==> config.mk <==
export PLATFORM = sky130hd
export DESIGN_NAME = controller_data_ram_port2_arbiter
export DESIGN_NICKNAME = d
export VERILOG_FILES = /design/src/rtl/controller_data_ram_port2_arbiter_pkg.sv /design/src/rtl/controller_data_ram_port2_arbiter_rr_pick.sv /design/src/rtl/controller_data_ram_port2_arbiter.sv
export SDC_FILE = /design/constraint.sdc
export NUM_CORES = 1
export LEC_CHECK = 0
export ABC_CLOCK_PERIOD_IN_PS = 4200
export CORE_AREA = 2 2 126 128
export CTS_CLUSTER_DIAMETER = 80
export DETAILED_ROUTE_END_ITERATION = 8
export DIE_AREA = 0 0 128 130
export HOLD_SLACK_MARGIN = 0.15
export PLACE_DENSITY = 0.62
export SLEW_MARGIN = 20
export SYNTH_ARGS = -nofsm -noshare
export SYNTH_HDL_FRONTEND = slang
export SYNTH_HIERARCHICAL = 1
export SYNTH_SLANG_ARGS = --single-unit
export TNS_END_PERCENT = 1
==> constraint.sdc <==
create_clock -name clk -period 4.2 [get_ports clk]
set_clock_uncertainty 0.05 [all_clocks]
set_input_delay 0.42 -clock clk [delete_from_list [all_inputs] [get_ports clk]]
set_output_delay 0.42 -clock clk [all_outputs]
set_load 0.05 [all_outputs]
==> src/rtl/controller_data_ram_port2_arbiter_pkg.sv <==
// Shared definitions for the controller data RAM port-2 arbiter.
//   RAM_ADDR_W / RAM_DATA_W / RAM_BE_W : geometry of the 4096x32 data RAM
//   req_id_t                           : encoded master index, sized for the
//                                        largest supported master count (8)
//   next_id()                          : round-robin successor, wrapping at num_req
package controller_ram_pkg;

    localparam int RAM_ADDR_W = 12;
    localparam int RAM_DATA_W = 32;
    localparam int RAM_BE_W   = 4;
    localparam int MAX_REQ    = 8;
    localparam int REQ_ID_W   = $clog2(MAX_REQ);

    typedef logic [REQ_ID_W-1:0] req_id_t;

    // Successor of id in a ring of num_req masters (num_req-1 wraps to 0).
    function automatic req_id_t next_id(input req_id_t id, input int num_req);
        req_id_t nxt;
        if (int'(id) >= (num_req - 1)) begin
            nxt = req_id_t'(0);
        end else begin
            nxt = id + req_id_t'(1);
        end
        return nxt;
    endfunction

endpackage

==> src/rtl/controller_data_ram_port2_arbiter_rr_pick.sv <==
// Rotating-priority picker (purely combinational).
//   req    in  NUM_REQ  eligible request vector
//   rr_ptr in  req_id_t index searched first; search wraps NUM_REQ-1 -> 0
//   grant  out NUM_REQ  one-hot winner (all zero when nothing requests)
//   winner out req_id_t encoded winner (0 when nothing requests)
//   any    out 1        at least one request present
module controller_rr_pick
    import controller_ram_pkg::*;
#(
    parameter int NUM_REQ = 4
) (
    input  logic [NUM_REQ-1:0] req,
    input  req_id_t            rr_ptr,
    output logic [NUM_REQ-1:0] grant,
    output req_id_t            winner,
    output logic               any
);

    localparam logic [NUM_REQ-1:0] ONE_HOT0 = {{(NUM_REQ-1){1'b0}}, 1'b1};

    // Walk the ring starting at rr_ptr; the first hit wins and later hits are masked.
    always_comb begin
        int                 idx;
        logic [NUM_REQ-1:0] sel;
        logic               hit;
        grant  = {NUM_REQ{1'b0}};
        winner = req_id_t'(0);
        any    = 1'b0;
        idx    = 0;
        sel    = {NUM_REQ{1'b0}};
        hit    = 1'b0;
        for (int k = 0; k < NUM_REQ; k++) begin
            idx    = int'(rr_ptr) + k;
            idx    = (idx >= NUM_REQ) ? (idx - NUM_REQ) : idx;
            sel    = ONE_HOT0 << idx;
            hit    = !any && (|(req & sel));
            grant  = hit ? sel : grant;
            winner = hit ? req_id_t'(idx) : winner;
            any    = any | hit;
        end
    end

endmodule

==> src/rtl/controller_data_ram_port2_arbiter.sv <==
// Port-2 arbiter for the controller's 4096x32 dual-port data RAM.
// NUM_REQ Avalon-MM masters share RAM slave s2 with round-robin grant, one
// access per cycle, fixed 1-cycle read latency and an optional per-master
// lock that holds the grant across a read-modify-write.
//   clk, reset                  : clock, synchronous active-high reset
//   reset_req                   : RAM frozen while high; no new accesses
//   m_address/m_byteenable/
//   m_read/m_write/m_writedata/
//   m_lock                      : packed per-master request fields
//   m_waitrequest               : low for the single accepted master
//   m_readdatavalid/m_readdata  : one-hot response strobe, broadcast data
//   ram_*2                      : RAM s2 slave interface
module controller_data_ram_port2_arbiter
    import controller_ram_pkg::*;
#(
    parameter int NUM_REQ = 4,
    parameter int ADDR_W  = RAM_ADDR_W,
    parameter int DATA_W  = RAM_DATA_W,
    parameter int BE_W    = RAM_BE_W
) (
    input  logic                    clk,
    input  logic                    reset,
    input  logic                    reset_req,
    input  logic [NUM_REQ*ADDR_W-1:0] m_address,
    input  logic [NUM_REQ*BE_W-1:0]   m_byteenable,
    input  logic [NUM_REQ-1:0]        m_read,
    input  logic [NUM_REQ-1:0]        m_write,
    input  logic [NUM_REQ*DATA_W-1:0] m_writedata,
    input  logic [NUM_REQ-1:0]        m_lock,
    output logic [NUM_REQ-1:0]        m_waitrequest,
    output logic [NUM_REQ-1:0]        m_readdatavalid,
    output logic [DATA_W-1:0]         m_readdata,
    output logic [ADDR_W-1:0]         ram_address2,
    output logic [BE_W-1:0]           ram_byteenable2,
    output logic                      ram_chipselect2,
    output logic                      ram_write2,
    output logic [DATA_W-1:0]         ram_writedata2,
    output logic                      ram_clken2,
    input  logic [DATA_W-1:0]         ram_readdata2
);

    localparam logic [NUM_REQ-1:0] ONE_HOT0 = {{(NUM_REQ-1){1'b0}}, 1'b1};

    logic [NUM_REQ-1:0] req_s;
    logic [NUM_REQ-1:0] owner_mask_s;
    logic [NUM_REQ-1:0] eligible_s;
    logic [NUM_REQ-1:0] pick_grant_s;
    req_id_t            winner_s;
    logic               pick_any_s;
    logic               accept_s;
    logic               wr_sel_s;
    logic               release_s;

    req_id_t            rr_ptr_r;
    req_id_t            lock_owner_r;
    logic               lock_valid_r;
    logic               rd_pending_r;
    req_id_t            rd_id_r;

    // Request vector and lock filtering: a held lock leaves only the owner eligible.
    always_comb begin
        req_s        = m_read | m_write;
        owner_mask_s = ONE_HOT0 << lock_owner_r;
        if (lock_valid_r) begin
            eligible_s = req_s & owner_mask_s;
        end else begin
            eligible_s = req_s;
        end
    end

    controller_rr_pick #(
        .NUM_REQ (NUM_REQ)
    ) u_rr_pick (
        .req    (eligible_s),
        .rr_ptr (rr_ptr_r),
        .grant  (pick_grant_s),
        .winner (winner_s),
        .any    (pick_any_s)
    );

    // Accept decision, RAM request mux and per-master stall outputs.
    always_comb begin
        accept_s        = pick_any_s & ~reset_req & ~reset;
        wr_sel_s        = |(pick_grant_s & m_write);
        ram_address2    = {ADDR_W{1'b0}};
        ram_byteenable2 = {BE_W{1'b0}};
        ram_writedata2  = {DATA_W{1'b0}};
        for (int i = 0; i < NUM_REQ; i++) begin
            ram_address2    = ram_address2 |
                              ({ADDR_W{pick_grant_s[i]}} & m_address[i*ADDR_W +: ADDR_W]);
            ram_byteenable2 = ram_byteenable2 |
                              ({BE_W{pick_grant_s[i]}} & m_byteenable[i*BE_W +: BE_W]);
            ram_writedata2  = ram_writedata2 |
                              ({DATA_W{pick_grant_s[i]}} & m_writedata[i*DATA_W +: DATA_W]);
        end
        ram_chipselect2 = accept_s;
        ram_write2      = accept_s & wr_sel_s;
        ram_clken2      = 1'b1;
        if (accept_s) begin
            m_waitrequest = ~pick_grant_s;
        end else begin
            m_waitrequest = {NUM_REQ{1'b1}};
        end
        // An idle owner that has dropped its lock frees the grant; frozen RAM holds it.
        release_s = lock_valid_r & ~reset_req &
                    ~(|(req_s & owner_mask_s)) & ~(|(m_lock & owner_mask_s));
    end

    // Response demux: the RAM output is unregistered, so data passes straight through.
    always_comb begin
        m_readdata = ram_readdata2;
        if (rd_pending_r && !reset) begin
            m_readdatavalid = ONE_HOT0 << rd_id_r;
        end else begin
            m_readdatavalid = {NUM_REQ{1'b0}};
        end
    end

    // Round-robin pointer, lock ownership and read-pending tracking.
    always_ff @(posedge clk) begin
        if (reset) begin
            rr_ptr_r     <= req_id_t'(0);
            lock_owner_r <= req_id_t'(0);
            lock_valid_r <= 1'b0;
            rd_pending_r <= 1'b0;
            rd_id_r      <= req_id_t'(0);
        end else begin
            rd_pending_r <= accept_s & ~wr_sel_s;
            if (accept_s) begin
                rr_ptr_r     <= next_id(winner_s, NUM_REQ);
                lock_owner_r <= winner_s;
                lock_valid_r <= |(m_lock & pick_grant_s);
                rd_id_r      <= winner_s;
            end else if (release_s) begin
                lock_valid_r <= 1'b0;
            end else begin
                lock_valid_r <= lock_valid_r;
            end
        end
    end

endmodule

==> out/metrics.cfg <==
[drt]
antenna_left = 0
wire_per_inst_um = 17.0
drt-pass1-iter-count = 4
drtIter0Drc = 289
wl_um = 12800
vias = 3633
drc_errors = 0
viasPerCell = 4.81

[worst_setup_path]
crit_path_end_kind = output port
crit_slowest_cell = dfxtp_1
worstPathCellList = inv_1 > ha_1 > a222oi_1 > o21ai_2 > a311o_2 > o221a_1 > a21oi_4 > buf_12 > a22oi_1 > nand2_1 > buf_12
cp_common_cell = buf_12
crit_path_max_incr_delay_ps = 490
cp_data_arrival_time_ps = 3580
cp.required_ps = 3730
startpoint_type = register
path_max_fanout = 38
criticalPathCategory = reg2out

[synth]
synth.avg_cell_area_um2 = 6.68
synth-compound-area-share_pct = 46.6
synth_area_um2 = 2350
muxShareOfSynthArea_pct = 0.852
yosys.area.top_type_share_pct = 31.9
synth-async-reset-ratio_pct = 0
ys_seq_elements = 8
netlist_instances = 352
synthSimpleGateAreaFrac_pct = 22.4
synth_nets = 599
synth.area.top_cells = a22oi_1 32%, nand2_1 11%, buf_4 11%
synth-edff-count = 0
synthTopCellsByCount = 100 x a22oi_1, 69 x nand2_1, 33 x buf_4, 19 x nor2_1, 18 x clkbuf_1
synth-main-ff-cell = dfxtp_1
yosys.area_share.xor_xnor_pct = 0
synth_top_family_by_area = compound AO/OA/AOI/OAI gates
synth_top_cell_by_area = a22oi_1
synth.most_common_cell = a22oi_1
ys_seq_area_share_pct = 6.82
synthAdderAreaFrac_pct = 4.26
yosys_warnings = 6
synth_cell_types = 52

[timing]
finalHoldViolCount = 0
worst_pin_slew_ps = 536
rsz0062_at_grt = no
worst_slack_ps = 153
max_freq_ghz = 0.247
setup_viol = 0
finalCriticalPeriod_ps = 4050
tns_ps = 0
slew_headroom_pct = 64.2
slew_violations = 0
period_share_pct = 96.4

[layout]
drive_above_1_share_pct = 14.7
area_delta_synth_final_pct = 137
diodes = 0
fin_area_um2 = 5570
fin_nets = 813

[die]
die-area_um2 = 16600
dieWidth_um = 128
rows = 46
core_area_um2 = 15400
die_h_um = 130
initial_utilization_pct = 15.2
ios = 330

[clock_tree]
cts_resized = 0
path_clk_slew_ps = 40
clock_sinks = 8
cts.path.max_buffers = 2
post_cts_buffers = 0
cts-root-buf = clkbuf_16
cts_buffers = 3
cts_tree = yes
htreeDepth = 1
cts_hold_buf = 0
insertion_delay_ps = 230

[global_route]
antenna_found_initial = 0
grt_max_degree = 51
grt_pass1_wl_um = 18100
grt_pass1_vias = 3483
grt_usage_pct = 13.5
overflow = 0

[placed_design]
pre_cts_slack_ps = 240
post_dp_cell_area_um2 = 5490
portBuffers = 264
place_congestion = 0.917
hpwl_um = 10600

[status]
outcome = finished clean

[hold_path]
hold_class = reg2reg

[run]
drv_cap = 0

layout by cell type, fill, tap and decap left out, types with 4 or more instances in the layout:
master	synthesis	layout
nor2_1	19	19
a21oi_4	0	4
buf_12	0	55
inv_1	7	7
a21oi_1	16	11
nand2_1	69	69
clkdlybuf4s50_1	0	210
nor4_1	5	5
buf_4	33	9
dfxtp_1	8	8
ha_1	8	8
a22oi_1	100	100
stage by stage:
stage | util (%) | hold WS [ps] | cells
6_report | 36.1 | 521 | 756
5_1_grt | 36.1 | 576 | 756
4_1_cts | 36.0 | 516 | 756
3_5_place_dp | 35.6 | 496 | 753
3_3_place_gp | 35.6 | 477 | 753
2_1_floorplan | - | 432 | 352
critical path, delay by kind of cell, from the launching register on:
kind / cells / cell delay [ps]
and+or+nand+nor: 1 / 140
AOI/OAI and AO/OA: 6 / 1870
DFF: 1 / 490
adders and majority gates: 1 / 310
buffers and inverters: 3 / 510
registers in the layout, summed over array words and instances, names as in the netlist:
signal and flops:
lock_valid_r 1, rd_id_r 3, rd_pending_r 1, rr_ptr_r 3
metal layers:
layer / vias up / global-route usage [%] / wire, um
li1: 1727 / - / -
met2: 193 / 23.8 / 6320
met3: 31 / 2.54 / 1040
met1: 1682 / 16.8 / 5160
met5: - / 0 / 0
met4: 0 / 3.81 / 295
worst paths after layout:
check | from | endpoint | slack, ps | depth (start not counted)
worst max-delay path | rr_ptr_r[0]$_SDFFE_PP0P_ | ram_writedata2[12] | 150 | 11
worst max register to register | rr_ptr_r[0]$_SDFFE_PP0P_ | lock_valid_r$_SDFFE_PP0P_ | 730 | 11
worst min register to register | rr_ptr_r[2]$_SDFFE_PP0P_ | rr_ptr_r[2]$_SDFFE_PP0P_ | 520 | 2
worst min-delay path | rr_ptr_r[2]$_SDFFE_PP0P_ | rr_ptr_r[2]$_SDFFE_PP0P_ | 520 | 2
kinds of logic (layout without fill, tap and decap cells):
logic type,count (synthesis),after routing
buffers and inverters,72,284
AO/OA/AOI/OAI,147,147
flip-flops,8,8
AND/OR/NAND/NOR,114,114
multiplexers,2,2
adder cells (fa/ha/maj),8,8
other,1,1
layout make-up:
| type | instances | area (um^2) |
|---|---|---|
| clock buffers | 3 | 75.1 |
| fillers | 1584 | 9860 |
| inverters | 7 | 26.3 |
| multi-input cells | 272 | 1800 |
| flip-flops and latches | 8 | 160 |
| well taps | 192 | 240 |
| repair buffers | 274 | 3270 |
Power is left out: the tool's default activity adds up to more than one toggle a clock period on the data nets, which glitch-free logic cannot reach.
